`src/rtl/uart_port_arbiter.sv`:
```
// uart_port_arbiter: shares one simpleuart data register between two transmit
// requesters and a periodic receive poller. Transmit requests are arbitrated
// round-robin; a poll timer periodically reads the data register and hands any
// received byte to the consumer through a valid/ready handshake.
module uart_port_arbiter #(
    parameter int unsigned POLL_DIV = 1250
) (
    input  logic        hw_clk,
    input  logic        resetn,
    // requester 0 transmit handshake
    input  logic        tx0_valid,
    input  logic [7:0]  tx0_data,
    output logic        tx0_ready,
    // requester 1 transmit handshake
    input  logic        tx1_valid,
    input  logic [7:0]  tx1_data,
    output logic        tx1_ready,
    // received-byte handshake toward the consumer
    output logic        rx_valid,
    output logic [7:0]  rx_data,
    input  logic        rx_ready,
    // simpleuart data-register port
    output logic        reg_dat_we,
    output logic        reg_dat_re,
    output logic [31:0] reg_dat_di,
    input  logic [31:0] reg_dat_do,
    input  logic        reg_dat_wait,
    output logic        busy
);

    localparam int unsigned   TW         = (POLL_DIV > 1) ? $clog2(POLL_DIV) : 1;
    localparam logic [TW-1:0] TIMER_LOAD = TW'(POLL_DIV - 1);

    typedef enum logic [1:0] {
        IDLE  = 2'd0,
        WRITE = 2'd1,
        DONE  = 2'd2,
        POLL  = 2'd3
    } state_e;

    state_e        state_q, state_d;
    logic [TW-1:0] timer_q, timer_d;
    logic          last_q, last_d;        // requester granted most recently
    logic          we_q, we_d;
    logic          re_q, re_d;
    logic [31:0]   di_q, di_d;
    logic          tx0_ready_q, tx0_ready_d;
    logic          tx1_ready_q, tx1_ready_d;
    logic          rx_valid_q, rx_valid_d;
    logic [7:0]    rx_data_q, rx_data_d;
    logic          busy_q, busy_d;

    logic          poll_due;
    logic          grant1;

    // Timer saturates at zero, so a due poll simply waits until it is allowed.
    assign poll_due = (timer_q == '0);

    // Requester 1 wins when it is alone, or when both ask and 0 was served last.
    assign grant1 = tx1_valid && (!tx0_valid || !last_q);

    // Next-state and registered-output logic for the arbiter FSM.
    always_comb begin
        // NOTE: every variable gets a default first so no path leaves it unassigned (no latches).
        state_d     = state_q;
        timer_d     = (timer_q != '0) ? timer_q - TW'(1) : timer_q;
        last_d      = last_q;
        we_d        = we_q;
        re_d        = 1'b0;
        di_d        = di_q;
        tx0_ready_d = 1'b0;
        tx1_ready_d = 1'b0;
        rx_valid_d  = rx_valid_q && !rx_ready;
        rx_data_d   = rx_data_q;

        unique case (state_q)
            IDLE: begin
                // A poll wins over transmit, but never while a byte is still pending.
                if (poll_due && !rx_valid_q) begin
                    state_d = POLL;
                    re_d    = 1'b1;
                end else if (tx0_valid || tx1_valid) begin
                    state_d = WRITE;
                    last_d  = grant1;
                    we_d    = 1'b1;
                    di_d    = {24'h0, grant1 ? tx1_data : tx0_data};
                end
            end
            WRITE: begin
                // Hold the write until the UART stops stalling.
                if (!reg_dat_wait) begin
                    state_d     = DONE;
                    we_d        = 1'b0;
                    tx0_ready_d = !last_q;
                    tx1_ready_d = last_q;
                end
            end
            DONE: begin
                state_d = IDLE;
            end
            POLL: begin
                // All-ones read data means the receive buffer was empty.
                state_d = IDLE;
                timer_d = TIMER_LOAD;
                if (reg_dat_do != 32'hFFFF_FFFF) begin
                    rx_valid_d = 1'b1;
                    rx_data_d  = reg_dat_do[7:0];
                end
            end
            default: state_d = IDLE;
        endcase

        busy_d = (state_d != IDLE);
    end

    // State and output registers; reset aborts any transfer in flight.
    always_ff @(posedge hw_clk or negedge resetn) begin
        if (!resetn) begin
            state_q     <= IDLE;
            timer_q     <= TIMER_LOAD;
            last_q      <= 1'b1;
            we_q        <= 1'b0;
            re_q        <= 1'b0;
            di_q        <= '0;
            tx0_ready_q <= 1'b0;
            tx1_ready_q <= 1'b0;
            rx_valid_q  <= 1'b0;
            rx_data_q   <= '0;
            busy_q      <= 1'b0;
        end else begin
            // NOTE: non-blocking assignments so every register samples pre-edge values.
            state_q     <= state_d;
            timer_q     <= timer_d;
            last_q      <= last_d;
            we_q        <= we_d;
            re_q        <= re_d;
            di_q        <= di_d;
            tx0_ready_q <= tx0_ready_d;
            tx1_ready_q <= tx1_ready_d;
            rx_valid_q  <= rx_valid_d;
            rx_data_q   <= rx_data_d;
            busy_q      <= busy_d;
        end
    end

    assign reg_dat_we = we_q;
    assign reg_dat_re = re_q;
    assign reg_dat_di = di_q;
    assign tx0_ready  = tx0_ready_q;
    assign tx1_ready  = tx1_ready_q;
    assign rx_valid   = rx_valid_q;
    assign rx_data    = rx_data_q;
    assign busy       = busy_q;

endmodule

```
`config.mk`:
```
export PLATFORM = sky130hd
export DESIGN_NAME = uart_port_arbiter
export DESIGN_NICKNAME = d
export VERILOG_FILES = /design/src/rtl/uart_port_arbiter.sv
export SDC_FILE = /design/constraint.sdc
export NUM_CORES = 1
export LEC_CHECK = 0
export CORE_MARGIN = 2
export CORE_UTILIZATION = 41
export CTS_BUF_LIST = sky130_fd_sc_hd__clkbuf_4
export DETAILED_ROUTE_END_ITERATION = 16
export PLACE_DENSITY = 0.8
export SYNTH_ARGS = -nofsm -noshare
export SYNTH_HDL_FRONTEND = slang
export SYNTH_SLANG_ARGS = --single-unit
```
`constraint.sdc`:
```
create_clock -name hw_clk -period 2.37 [get_ports hw_clk]
set_input_delay 0.474 -clock hw_clk [delete_from_list [all_inputs] [get_ports hw_clk]]
set_output_delay 0.474 -clock hw_clk [all_outputs]
set_load 0.01 [all_outputs]
```
==> reports/summary.txt <==
Synth area leader: sky130_fd_sc_hd__dfrtp_1
wire length per cell after detailed routing: 13.4 um
CP required: 2.64 ns
clock tree from TritonCTS: yes
most common cell after layout, fill and taps aside: sky130_fd_sc_hd__clkdlybuf4s50_1
synthesized area: 1960 sq um
Routed Wire Length: 4340 um
MaxCap Viol Count: 0
Worst-path clk slew: 0.12 ns
Slew @ Worst Pin: 0.764 ns
Die Span Y: 73.2 um
count of clock tree sinks: 36
CTS max path bufs: 2
Cell Rows: 25
top cell type's share of synthesized area: 38.3%
global route overflow: 0
Bufs and invs on worst path: 2
capturing element type of the critical path: register
Detail Route Antenna Nets: 0
status: finished, final reports clean
die area: 5350 sq um
number of distinct library cell variants in the gate-level netlist after synthesis: 48
category of cells accounting for the largest share of critical-path delay: simple AND/OR/NAND/NOR gates
starting density of the core: 42.1%
Detailed Place HPWL: 3350 um
combined area of the multi-input logic cells: 915 sq um
number of synthesis warnings: 0
via count: 1623
setup repair after global routing missed its margin: false
R2R depth: 7
number of global-route vias before repair: 1642
DRC: 0
total inserted antenna cells: 0
post-route minimum period: 2.09 ns
Worst path depth: 7
Buffers on Ports: 75
f_max: 0.479 GHz
via density per instance: 5.02
final-stage net count: 324
setup TNS: 0 ns
worst reg2reg startpoint: timer_q[1]$_DFFE_PN0P_
number of search-and-repair iterations in the first detailed-routing pass: 4
Top Ports: 100
Post CTS Setup Buffer Count: 0
kind of start point of the critical path: register
Resized Gates After CTS: 0
Slew headroom: 49.0%
hold buffer count at CTS: 0
total instance count after detailed placement: 315
sequential element share of the synthesized area: 46.3%
most frequent cells in the layout: 74 x sky130_fd_sc_hd__clkdlybuf4s50_1, 30 x sky130_fd_sc_hd__dfrtp_1, 24 x sky130_fd_sc_hd__conb_1, 17 x sky130_fd_sc_hd__o21ai_0, 10 x sky130_fd_sc_hd__nor2_1
initial drt markers: 71
ratio of cells with drive above 1 in the final layout: 13.4%
Slowest-stage cell, CP: sky130_fd_sc_hd__or4b_4
final setup violation count: 0
power density over the cells: 910 nW/um^2
share of synthesized flip-flops with an asynchronous set or reset: 100%
Die W: 73.2 um
post-synthesis average cell area: 10.4 sq um
Worst R2R Setup Slack: 0.28 ns
Crit path arrival time: 2.35 ns
number of buffers created by CTS: 5
maximum number of pins on one net before global-route repair: 37
post-synthesis to final-layout area growth: 39.7%
cell types with the largest area share after synthesis: sky130_fd_sc_hd__dfrtp_1 38%, sky130_fd_sc_hd__buf_4 9.2%, sky130_fd_sc_hd__dfstp_2 8.0%
launching instance or port of the critical path: timer_q[1]$_DFFE_PN0P_
classification of the worst setup path: register to register
Fill cells: 388
Register Area: 908 sq um
worst path cell trace: inv_1 > ha_1 > or4b_4 > nor4_2 > buf_4 > o21ai_0 > o21ai_0
number of storage elements in the synthesis netlist: 36
total global-route track usage: 17.7%
number of instances in the synthesized netlist: 188
largest driver fanout on the critical path: 10
Max VDD drop: 456 uV
leakage power of the design: 0.00112 uW
most used cell along the critical path: sky130_fd_sc_hd__o21ai_0
initial antenna violation count: 0
global-route wire length before repair: 7330 um
H-tree lvl count: 2
RD Place Congestion: 0.860
dominant synthesized flop cell: sky130_fd_sc_hd__dfrtp_1
Cell Count, Final, Fillers Out: 323
final hold violation count: 0
maximum single-stage delay on the critical path: 0.52 ns
Hold Crit Class: primary input to async pin
Slew Viols, Final: 0
Post-synth EDFFs: 0
master cell of the clock root buffer: sky130_fd_sc_hd__clkbuf_4
Worst-Skew Late Latency: 0.35 ns
Final Cycle Share: 88.1%
Std-Cell Core Area: 4660 sq um
Clock Skews: 0.0170 ns
-- path summary, 6_finish.rpt --
kind | end
max reg2reg | reg_dat_di[6]$_DFFE_PN0P_
min | timer_q[3]$_DFFE_PN0P_
min reg2reg | reg_dat_we$_DFFE_PN0P_
max | reg_dat_di[6]$_DFFE_PN0P_
max in group asynchronous | reg_dat_di[1]$_DFFE_PN0P_
min in group hw_clk | reg_dat_we$_DFFE_PN0P_
-- layer usage --
layer  global-route usage, %  part of all wire, %  vias to the layer above  routed length, um
met5                       0                    0                        -                  0
li1                        -                    -                      790                  -
met1                    21.6                   43                      771               1860
met2                    29.3                   50                       56               2160
met4                    4.94                 0.85                        0                 37
met3                    6.49                  6.5                        6                284
-- metrics by stage --
step / power [uW] / utilization [%] / worst slack, ns / instance area, sq um / hold WS (ns)
floorplan: 1650 / - / 0.458 / 2050 / 0.178
global placement: 2150 / 57.7 / 0.294 / 2690 / 0.466
detailed placement: 2180 / 57.7 / 0.264 / 2690 / 0.475
CTS: 2510 / 58.8 / 0.272 / 2740 / 0.212
global route: 2670 / 58.8 / 0.137 / 2740 / 0.253
finish: 2490 / 58.8 / 0.282 / 2740 / 0.175
-- Yosys cell counts, types with 2 or more instances --
cell type / number
sky130_fd_sc_hd__dfrtp_1: 30
sky130_fd_sc_hd__buf_4: 24
sky130_fd_sc_hd__o21ai_0: 17
sky130_fd_sc_hd__nor2_1: 10
sky130_fd_sc_hd__mux2i_1: 9
sky130_fd_sc_hd__mux2_2: 8
sky130_fd_sc_hd__nand2_1: 8
sky130_fd_sc_hd__nand4_1: 8
sky130_fd_sc_hd__dfstp_2: 6
sky130_fd_sc_hd__inv_1: 6
sky130_fd_sc_hd__nor3_1: 4
sky130_fd_sc_hd__a211oi_1: 3
sky130_fd_sc_hd__buf_2: 3
sky130_fd_sc_hd__nand2b_1: 3
sky130_fd_sc_hd__nor4_1: 3
sky130_fd_sc_hd__or2_2: 3
sky130_fd_sc_hd__xnor2_1: 3
sky130_fd_sc_hd__a21oi_1: 2
sky130_fd_sc_hd__and2_1: 2
sky130_fd_sc_hd__ha_1: 2
sky130_fd_sc_hd__nand3b_1: 2
sky130_fd_sc_hd__o211ai_1: 2
sky130_fd_sc_hd__o21ai_1: 2
sky130_fd_sc_hd__o41ai_1: 2
sky130_fd_sc_hd__or3_1: 2
sky130_fd_sc_hd__or4_1: 2
-- power breakdown --
| part | total [uW] | internal, uW | switching [uW] |
|---|---|---|---|
| Clock | 323 | 109 | 214 |
| Sequential | 1080 | 887 | 190 |
| Combinational | 1090 | 608 | 485 |
-- flip-flops by register name (all words and copies together) (netlist names) --
| register | cells |
|---|---|
| rx_data | 8 |
| timer_q | 11 |
| state_q | 2 |
| reg_dat_we | 1 |
| reg_dat_re | 1 |
| tx1_ready | 1 |
| rx_valid | 1 |
| reg_dat_di | 8 |
| last_q | 1 |
| busy | 1 |
| tx0_ready | 1 |
-- cell type report --
class / count / area share (%)
clock buffer: 5 / 1.37
clock inverter: 3 / 0.502
inverter: 6 / 0.822
multi-input combinational: 140 / 33.4
sequential: 36 / 33.2
tap: 54 / 2.47
timing repair buffer: 79 / 28.3
-- cell families after synthesis --
logic type | after synthesis | synth area share, %
multiplexers | 17 | 9.18
other | 1 | 0.191
XOR/XNOR | 4 | 1.79
adder cells (fa/ha/maj) | 2 | 1.28
AO/OA/AOI/OAI | 36 | 12.3
AND/OR/NAND/NOR | 57 | 17.5
flip-flops | 36 | 46.3
buffers and inverters | 35 | 11.5
No activity file was read; power rests on OpenSTA's default activity.
